## src/rtl/alu_ctrl_pkg.sv

```systemverilog
// Shared constants and FSM state type for the ALU controller with RV32M support.
package alu_ctrl_pkg;

    // Base ALU Operation codes
    localparam logic [3:0] OP_AND  = 4'b0000;
    localparam logic [3:0] OP_OR   = 4'b0001;
    localparam logic [3:0] OP_ADD  = 4'b0010;
    localparam logic [3:0] OP_SUB  = 4'b0011;
    localparam logic [3:0] OP_XOR  = 4'b0100;
    localparam logic [3:0] OP_SLT  = 4'b0101;
    localparam logic [3:0] OP_SLL  = 4'b0110;
    localparam logic [3:0] OP_SRL  = 4'b0111;
    localparam logic [3:0] OP_SRA  = 4'b1000;
    localparam logic [3:0] OP_BEQ  = 4'b1001;
    localparam logic [3:0] OP_BNE  = 4'b1010;
    localparam logic [3:0] OP_BLT  = 4'b1011;
    localparam logic [3:0] OP_BGE  = 4'b1100;
    localparam logic [3:0] OP_SLTU = 4'b1101;
    localparam logic [3:0] OP_BLTU = 4'b1110;
    localparam logic [3:0] OP_BGEU = 4'b1111;

    // M-extension Funct3 codes
    localparam logic [2:0] F3_MUL    = 3'b000;
    localparam logic [2:0] F3_MULH   = 3'b001;
    localparam logic [2:0] F3_MULHSU = 3'b010;
    localparam logic [2:0] F3_MULHU  = 3'b011;
    localparam logic [2:0] F3_DIV    = 3'b100;
    localparam logic [2:0] F3_DIVU   = 3'b101;
    localparam logic [2:0] F3_REM    = 3'b110;
    localparam logic [2:0] F3_REMU   = 3'b111;

    // Opcodes and Funct7 patterns
    localparam logic [6:0] OPC_RTYPE = 7'b0110011;
    localparam logic [6:0] OPC_LUI   = 7'b0110111;
    localparam logic [6:0] OPC_AUIPC = 7'b0010111;
    localparam logic [6:0] F7_ALT    = 7'b0100000;
    localparam logic [6:0] F7_MEXT   = 7'b0000001;

    typedef enum logic [2:0] {
        S_IDLE = 3'd0,
        S_MUL  = 3'd1,
        S_DIV  = 3'd2,
        S_FIX  = 3'd3,
        S_DONE = 3'd4
    } state_t;

endpackage

```

## src/rtl/alu_ctrl_mext_muldiv.sv

```systemverilog
// Iterative unsigned multiply/divide datapath driven by strobes from alu_ctrl_mext.
// Optional macro ALU_CTRL_MUL_EARLY_OUT_EN: end a multiply once no multiplier bits remain.
module muldiv_iter #(
    parameter int unsigned XLEN = 32
) (
    input  logic                clk,
    input  logic                reset,
    input  logic                start,
    input  logic                start_div,
    input  logic                mul_step,
    input  logic                div_step,
    input  logic [XLEN-1:0]     abs_a,
    input  logic [XLEN-1:0]     abs_b,
    output logic                last_c,
    output logic                mul_exit_c,
    output logic [2*XLEN-1:0]   acc
);

    localparam int unsigned CW = $clog2(XLEN + 1);
    localparam int unsigned PW = 2 * XLEN;

    // mcand: left-shifting multiplicand (mul) or divisor in the low half (div)
    logic [CW-1:0]   cnt;
    logic [PW-1:0]   mcand;
    logic [XLEN-1:0] mplier;
    logic [XLEN:0]   trial;
    logic [XLEN+1:0] diff;

    // Restoring-divide trial subtract; acc holds {remainder, quotient/dividend}
    always_comb begin
        trial = {acc[PW-1:XLEN], acc[XLEN-1]};
        diff  = {1'b0, trial} - {2'b00, mcand[XLEN-1:0]};
    end

    assign last_c = (cnt == CW'(1));

    // Multiply exit: counter expiry, optionally also when the remaining multiplier is zero
`ifdef ALU_CTRL_MUL_EARLY_OUT_EN
    assign mul_exit_c = last_c || (mplier[XLEN-1:1] == '0);
`else
    assign mul_exit_c = last_c;
`endif

    // Datapath registers: load on start, one bit per step
    always_ff @(posedge clk) begin
        if (reset) begin
            cnt    <= '0;
            acc    <= '0;
            mcand  <= '0;
            mplier <= '0;
        end else if (start) begin
            cnt    <= CW'(XLEN);
            mplier <= abs_b;
            mcand  <= {{XLEN{1'b0}}, (start_div ? abs_b : abs_a)};
            acc    <= start_div ? {{XLEN{1'b0}}, abs_a} : '0;
        end else if (mul_step) begin
            acc    <= acc + (mplier[0] ? mcand : '0);
            mcand  <= mcand << 1;
            mplier <= mplier >> 1;
            cnt    <= cnt - CW'(1);
        end else if (div_step) begin
            acc    <= diff[XLEN+1] ? {trial[XLEN-1:0], acc[XLEN-2:0], 1'b0}
                                   : {diff[XLEN-1:0], acc[XLEN-2:0], 1'b1};
            cnt    <= cnt - CW'(1);
        end
    end

endmodule

```

## src/rtl/alu_ctrl_mext.sv

```systemverilog
// ALU controller: combinational base Operation decode plus a multi-cycle RV32M engine.
// Optional macro ALU_CTRL_MUL_EARLY_OUT_EN (handled in muldiv_iter) shortens multiplies.
module alu_ctrl_mext
    import alu_ctrl_pkg::*;
#(
    parameter int unsigned XLEN = 32,
    parameter int unsigned OPW  = 4
) (
    input  logic             clk,
    input  logic             reset,
    input  logic             in_valid,
    input  logic [1:0]       ALUOp,
    input  logic [6:0]       Funct7,
    input  logic [2:0]       Funct3,
    input  logic [6:0]       Opcode,
    input  logic             flush,
    input  logic [XLEN-1:0]  src_a,
    input  logic [XLEN-1:0]  src_b,
    output logic [OPW-1:0]   Operation,
    output logic             m_busy,
    output logic             m_done,
    output logic [XLEN-1:0]  m_result
);

    localparam int unsigned PW = 2 * XLEN;
    localparam logic [XLEN-1:0] XMIN = {1'b1, {(XLEN-1){1'b0}}};

    state_t            state, state_n;
    logic [3:0]        op4;
    logic              is_m, sa, sb, neg_a, neg_b, div0, ovf;
    logic [XLEN-1:0]   abs_a, abs_b, fast_val, res_n, fixed_res;
    logic              start, mul_step, div_step, load_res;
    logic              last_c, mul_exit_c;
    logic [PW-1:0]     acc, prod_fix;
    logic [2:0]        op_q;
    logic              neg_a_q, neg_b_q;

    assign is_m = (Opcode == OPC_RTYPE) && (Funct7 == F7_MEXT);

    // Base ALU operation decode
    always_comb begin
        op4 = OP_ADD;
        if (is_m) begin
            op4 = OP_AND;
        end else if (Opcode == OPC_LUI || Opcode == OPC_AUIPC) begin
            op4 = OP_ADD;
        end else if (ALUOp == 2'b00) begin
            op4 = OP_ADD;
        end else if (ALUOp == 2'b01) begin
            case (Funct3)
                3'b000:  op4 = OP_BEQ;
                3'b001:  op4 = OP_BNE;
                3'b100:  op4 = OP_BLT;
                3'b101:  op4 = OP_BGE;
                3'b110:  op4 = OP_BLTU;
                3'b111:  op4 = OP_BGEU;
                default: op4 = OP_ADD;
            endcase
        end else begin
            case (Funct3)
                3'b000:  op4 = (ALUOp == 2'b10 && Funct7 == F7_ALT) ? OP_SUB : OP_ADD;
                3'b001:  op4 = OP_SLL;
                3'b010:  op4 = OP_SLT;
                3'b011:  op4 = OP_SLTU;
                3'b100:  op4 = OP_XOR;
                3'b101:  op4 = (Funct7 == F7_ALT) ? OP_SRA : OP_SRL;
                3'b110:  op4 = OP_OR;
                default: op4 = OP_AND;
            endcase
        end
    end

    assign Operation = OPW'(op4);

    // Operand signedness, magnitudes and fast-path (div by zero / overflow) results
    always_comb begin
        case (Funct3)
            F3_MUL, F3_MULH, F3_DIV, F3_REM: begin sa = 1'b1; sb = 1'b1; end
            F3_MULHSU:                       begin sa = 1'b1; sb = 1'b0; end
            F3_MULHU, F3_DIVU, F3_REMU:      begin sa = 1'b0; sb = 1'b0; end
            default:                         begin sa = 1'b0; sb = 1'b0; end
        endcase
        neg_a    = sa && src_a[XLEN-1];
        neg_b    = sb && src_b[XLEN-1];
        abs_a    = neg_a ? -src_a : src_a;
        abs_b    = neg_b ? -src_b : src_b;
        div0     = Funct3[2] && (src_b == '0);
        ovf      = Funct3[2] && !Funct3[0] && (src_a == XMIN) && (src_b == '1);
        fast_val = div0 ? (Funct3[1] ? src_a : '1) : (Funct3[1] ? '0 : XMIN);
    end

    // Two's-complement sign correction of the unsigned engine result
    always_comb begin
        prod_fix = (neg_a_q ^ neg_b_q) ? -acc : acc;
        case (op_q)
            F3_MUL:                      fixed_res = prod_fix[XLEN-1:0];
            F3_MULH, F3_MULHSU, F3_MULHU: fixed_res = prod_fix[PW-1:XLEN];
            F3_DIV, F3_DIVU:             fixed_res = (neg_a_q ^ neg_b_q) ? -acc[XLEN-1:0]
                                                                           : acc[XLEN-1:0];
            default:                     fixed_res = neg_a_q ? -acc[PW-1:XLEN] : acc[PW-1:XLEN];
        endcase
    end

    // Next-state and engine strobes; flush overrides everything
    always_comb begin
        state_n  = state;
        start    = 1'b0;
        mul_step = 1'b0;
        div_step = 1'b0;
        load_res = 1'b0;
        res_n    = fixed_res;
        case (state)
            S_IDLE: begin
                if (in_valid && is_m && !flush) begin
                    start = 1'b1;
                    if (div0 || ovf) begin
                        state_n  = S_DONE;
                        load_res = 1'b1;
                        res_n    = fast_val;
                    end else begin
                        state_n = Funct3[2] ? S_DIV : S_MUL;
                    end
                end
            end
            S_MUL: begin
                mul_step = 1'b1;
                if (mul_exit_c) state_n = S_FIX;
            end
            S_DIV: begin
                div_step = 1'b1;
                if (last_c) state_n = S_FIX;
            end
            S_FIX: begin
                load_res = 1'b1;
                state_n  = S_DONE;
            end
            default: state_n = S_IDLE;
        endcase
        if (flush) begin
            state_n  = S_IDLE;
            load_res = 1'b0;
        end
    end

    // State, latched op info and result register
    always_ff @(posedge clk) begin
        if (reset) begin
            state    <= S_IDLE;
            m_result <= '0;
            op_q     <= '0;
            neg_a_q  <= 1'b0;
            neg_b_q  <= 1'b0;
        end else begin
            state <= state_n;
            if (start) begin
                op_q    <= Funct3;
                neg_a_q <= neg_a;
                neg_b_q <= neg_b;
            end
            if (load_res) m_result <= res_n;
        end
    end

    assign m_busy = (state == S_IDLE && in_valid && is_m) ||
                    (state == S_MUL) || (state == S_DIV) || (state == S_FIX);
    assign m_done = (state == S_DONE) && !flush;

    muldiv_iter #(.XLEN(XLEN)) u_iter (
        .clk        (clk),
        .reset      (reset),
        .start      (start),
        .start_div  (Funct3[2]),
        .mul_step   (mul_step),
        .div_step   (div_step),
        .abs_a      (abs_a),
        .abs_b      (abs_b),
        .last_c     (last_c),
        .mul_exit_c (mul_exit_c),
        .acc        (acc)
    );

endmodule
```

## config.mk

```make
export PLATFORM = sky130hd
export DESIGN_NAME = alu_ctrl_mext
export DESIGN_NICKNAME = d
export VERILOG_FILES = /design/src/rtl/alu_ctrl_pkg.sv /design/src/rtl/alu_ctrl_mext_muldiv.sv /design/src/rtl/alu_ctrl_mext.sv
export SDC_FILE = /design/constraint.sdc
export NUM_CORES = 1
export LEC_CHECK = 0
export CORE_MARGIN = 1
export CORE_UTILIZATION = 55
export CTS_CLUSTER_SIZE = 28
export DETAILED_ROUTE_END_ITERATION = 10
export PLACE_DENSITY = 0.81
export SLEW_MARGIN = 20
export SYNTH_ARGS = -nofsm -noshare
export SYNTH_HDL_FRONTEND = slang
export SYNTH_HIERARCHICAL = 1
export SYNTH_SLANG_ARGS = --single-unit
```

## constraint.sdc

```tcl
create_clock -name clk -period 7.6 [get_ports clk]
set_input_delay 1.52 -clock clk [delete_from_list [all_inputs] [get_ports clk]]
set_output_delay 1.52 -clock clk [all_outputs]
set_load 0.02 [all_outputs]
```

# After elaboration in Yosys (flattened, before gate mapping)
# Memory sizes are Yosys's and may differ from the RTL's.
# Cells that the tools add are included.
# totals
reg_bits,206
latchBits,0
ramBits,0
mem_bits_ro,16
word_cells,130
n_memories,1
# mem_list
memory,depth,width,rd,rd_ports_with_merged_regs,wr,line,text
(no name shown),8,2,1,0,0,alu_ctrl_mext.sv:77,case (Funct3)
# op_classes
add_sub_neg,8
multipliers,0
div,0
order_cmp,0
n_eq_ne,28
shifts,0
mux,47
n_bitwise,1
n_reduce_logical,34
# ops
op,count
2-to-1 mux 32 bit,16
2-to-1 mux 64 bit,6
negator 32 bit,4
case mux 32 bit (3 select lines),1
adder 64 bit,1
"equality test 32 bit, second input constant",2
negator 64 bit,1
subtractor 33 x 32 -> 34 bit,1
logical NOT 32 bit,1
case mux 4 bit (7 select lines),1
case mux 4 bit (6 select lines),1
"equality test 3 bit, second input constant",7
"equality test 7 x 6 -> 1 bit, second input constant",3
2-to-1 mux 4 bit,5
"equality test 3 x 2 -> 1 bit, second input constant",6
2-to-1 mux 6 bit,3
logical AND 1 bit,13
"equality test 3 x 1 -> 1 bit, second input constant",3
logical NOT 3 bit,3
2-to-1 mux 3 bit,3
case mux 3 bit (3 select lines),1
2-to-1 mux 1 bit,8
OR reduction 2 bit,4
"equality test 7 x 1 -> 1 bit, second input constant",1
other kinds (17),23

# Depth between registers and ports, before layout
# logic_depth
depth_word,9
depth_mapped,15
ltp_nobuf,13

# Hierarchy
# The synthesis kept the hierarchy.
# by_module_without_submodules
module,n_inst,cells_per_inst,area_each_um2,seq_area_each_um2
muldiv_iter,1,1766,13559.3,3323.2
alu_ctrl_mext,1,1020,6750.2,800.8

# Worst setup path after synthesis
# No wires, ideal clock.
# synth_timing
kind,input to output
start,input Funct7[1]
end,output Operation[0]
arrival_time_ps,3102
slack_ps,2978
stages,7
n_path_buf,0
cell_sequence,nor3_1 > nor3b_1 > and3b_1 > nand3_1 > a21oi_1 > a2111oi_0 > nor3_1
# synth_via
elab_chain_len,8
# synth_rtl
element,line,text
from (decl),alu_ctrl_mext.sv:13,"input logic [6:0] Funct7,"
equality test 7 x 6 -> 1 bit,"alu_ctrl_mext.sv:61, alu_ctrl_mext.sv:66",
logical AND 1 bit,alu_ctrl_mext.sv:61,3'b000: op4 = (ALUOp == 2'b10 && Funct7 == F7_ALT) ? OP_SUB : OP_ADD;
2-to-1 mux 1 bit,alu_ctrl_mext.sv:61,
case mux 4 bit (7 select lines),alu_ctrl_mext.sv:60,case (Funct3)
2-to-1 mux 4 bit,alu_ctrl_mext.sv:49,end else if (ALUOp == 2'b01) begin
2-to-1 mux 4 bit,alu_ctrl_mext.sv:47,end else if (ALUOp == 2'b00) begin
2-to-1 mux 4 bit,alu_ctrl_mext.sv:45,end else if (Opcode == OPC_LUI || Opcode == OPC_AUIPC) begin
2-to-1 mux 4 bit *,alu_ctrl_mext.sv:43,if (is_m) begin
to (decl),alu_ctrl_mext.sv:19,"output logic [OPW-1:0] Operation,"
# Mark *: on every way between the ends. The rest lies on a longest branch, timed or not.

# Worst setup path after layout
# layout_timing
start,input Funct7[3]
end,output Operation[0]
# The elaborated chain is that of the path after synthesis.

==> impl_results.md <==
* Status: finished clean
* Full die area at 37700 um2
* Setup TNS at 0 ps
* Largest family of logic cells by synthesized area: compound AO/OA/AOI/OAI gates
* First-pass GRT wire length at around 130 mm
* Async SR Flop Fraction at 0
* Post-layout min period at 5653 ps
* Synthesis-to-finish area growth at 11.25%
* Internal power at 1.911 mW
* CTS tree: built
* Final std cells w/o fill at 3281
* Layout cells sized above 1 at 0.05405
* Syn Nets at 2977
* Die Wd at between 150 and 200 um
* Hold Vio Cnt, Final at 0
* Max Freq at around 0.18 GHz
* RSZ-0062 raised after global routing: false
* Setup crit start kind: input port
* Cts bufs inserted at 26
* CP max FO at 5
* Initial antenna violation count at 3
* Hpwl dp at 64.31 mm
* Reg2Reg Setup Slack at 2910 ps
* Final Skew at 22.07 ps
* Clock Path Buffers at 3
* Sw frac at 0.2714
* Reg2Reg Depth at 14
* Root buf cell: clkbuf_16
* Cell count after synthesis at roughly 2.8k
* FP Rows at 70
* Critical Path AT at 4130 ps
* Number of synthesized flops with an enable pin at 0
* Drt total wl at 86.43 mm
* Routed Antenna Nets at 0
* Adder-Cell Fraction of Synth Area at 0.06530
* Vias post-DR at about 23k
* LEAKAGE at ~9 nW
* Simple-gate portion of the synthesized area at 0.2491
* Clock share of power at 0.489
* Peak VDD IR at 0.2022 mV
* Vias per Instance at a little over 7
* Hold Path Class: reg -> reg
* Iter 0 DRT Violations at 3077
* Post_cts resized at 0
* Total routing usage reported by global routing at 0.4414
* Critical path class: in -> out
* Average wire per standard cell at approximately 26 um
* Clock sinks at between 200 and 250
* RD Place Congestion at 1.098
* Port-buffer cells at 124
* Slew Viols, Final at 0
* Syn Area/Cell at 7.290 um2
* Synth Area in Compound Gates at 0.2810
* Required time worst endpoint at a little over 6000 ps
* Die Ht at 194.2 um
* Worst hold start: m_result[2]
* PwrDens at 116.1 nW/um2
* Commonest non-fill, non-tap cell in the layout: nor2_1
* Combinational power share at 0.099
* # DRC at 0
* Multiplexer share of the synthesized area at 0.06721
* Register area share after synthesis at 0.2031
* Ys Warns at 6
* Largest net degree at the start of global routing at 140
* Worst skew pair latency at 580 ps
* Htree depth at 1
* Crit path launch: Funct7[3]
* Synth Cell Area at 20310 um2
* Synth Register Bits at 206
* Reg clk slew, reported paths at 60 ps
* Grt ovf at 0
* Ys flop type: dfxtp_1
* Placed cell count at 3232
* Max-Cap Viols at 0
* Number of global-route vias before repair at 21.11k
* Least-Margin Pin Slew at ~1200 ps
* Hold Path Sink: m_result[2]
* Worst Setup End Kind: output port
* Final setup violation count at 0
* Reg-to-Reg Start: u_iter/mplier[0]
* Starting density of the core at 0.5574
* IO Pins at 125
* Hold Buf Count CTS at 0
* Number of post-CTS setup repair buffers at 0
* Worst Hold Path Cells at 2
* Final net count at 2983
* Slew HR at 0.1742
* Critical R2R Capture: u_iter/acc[54]
* Switching power at 711.9 uW
* Period utilisation layout at 0.7438
* Register share of total power at 0.412
* Unique masters post-synth at 98
* Most frequent cells in the layout: nor2_1, a21oi_1, dfxtp_1
* Pre-Repair DR Iteration Count at 6
* Synth Area in XOR/XNOR at 0.08107
* Placeable core area at 36430 um2
synthesized netlist by cell type (82+ instances only):
cell / n / area (um2)
xor2_1: 82 / 718.2
xnor2_1: 106 / 928.4
mux2i_1: 124 / 1241
ha_1: 102 / 1276
o21ai_0: 158 / 790.8
nand2_1: 171 / 641.9
dfxtp_1: 206 / 4124
nor3_1: 82 / 410.4
inv_1: 87 / 326.6
a21oi_1: 252 / 1261
a211oi_1: 97 / 728.2
clkbuf_1: 153 / 574.3
nor2_1: 333 / 1250
worst max-delay path by stage:
stage	end	slack [ps]	cells past startpoint
after floorplan	Operation[0]	2980	7
after CTS	Operation[0]	2000	9
after global placement	Operation[0]	2030	9
final	Operation[0]	1950	9
after detailed placement	Operation[0]	2000	9
after global routing	Operation[0]	1730	9
state kept, by name, indices dropped and copies added, names as in the netlist:
register       cells
neg_b_q            1
u_iter/mplier     32
m_result          32
state              3
u_iter/acc        64
u_iter/cnt         6
op_q               3
u_iter/mcand      64
neg_a_q            1
critical path, stage by stage:
cell and delay [ps]:
clkdlybuf4s50_1 410, nor3_1 290, nor3b_1 410, and3b_1 340, nand3_1 110, a21oi_1 150, a2111oi_0 80, nor3_1 190
clkdlybuf4s50_1 630
power groups by stage:
stage | registers [mW] | logic, mW | clock network [mW]
5_1_grt | 1.08 | 0.268 | 1.33
4_1_cts | 1.08 | 0.250 | 1.29
2_1_floorplan | 1.10 | 0.120 | 0
6_report | 1.08 | 0.259 | 1.28
3_5_place_dp | 1.10 | 0.249 | 0
3_3_place_gp | 1.10 | 0.247 | 0
cell families (layout without fill, tap and decap cells):
group / Yosys count / in the layout
simple gates: 1006 / 1006
compound gates: 874 / 874
buf+inv: 272 / 298
flops: 206 / 206
xor+xnor: 188 / 188
mux: 135 / 135
fa+ha+maj: 105 / 105
other cells: 0 / 1
per-layer routing:
layer | global-route usage | vias to the layer above | routed length [um] | part of all wire
met5 | 0 | - | 0 | 0
met4 | 0.2252 | 0 | 5088 | 0.059
met3 | 0.08767 | 309 | 9561 | 0.11
met2 | 0.6795 | 1550 | 37510 | 0.43
met1 | 0.5845 | 10948 | 34270 | 0.40
li1 | - | 10340 | - | -
through the flow:
step                setup WS [ps]  utilization  power [mW]  hold WS (ps)  instance area (um2)
CTS                          1997       0.6201       2.617         476.2                22590
global placement             2033       0.5958       1.350         462.9                21710
detailed placement           2002       0.5958       1.352         470.3                21710
floorplan                    2978            -       1.224         453.8                20310
finish                       1947       0.6201       2.623         474.9                22590
global route                 1732       0.6201       2.676         515.9                22590
final cells by class:
| type | instances | area, um2 |
|---|---|---|
| Antenna cell | 1 | 2.502 |
| Inverter | 88 | 330.3 |
| Timing Repair Buffer | 162 | 1531 |
| Clock buffer | 37 | 762.0 |
| Multi-Input combinational cell | 2308 | 15140 |
| Tap cell | 468 | 585.6 |
| Clock inverter | 11 | 122.6 |
| Sequential cell | 206 | 4124 |
| Fill cell | 3313 | 13840 |
Power figures use the tool's default switching activity.
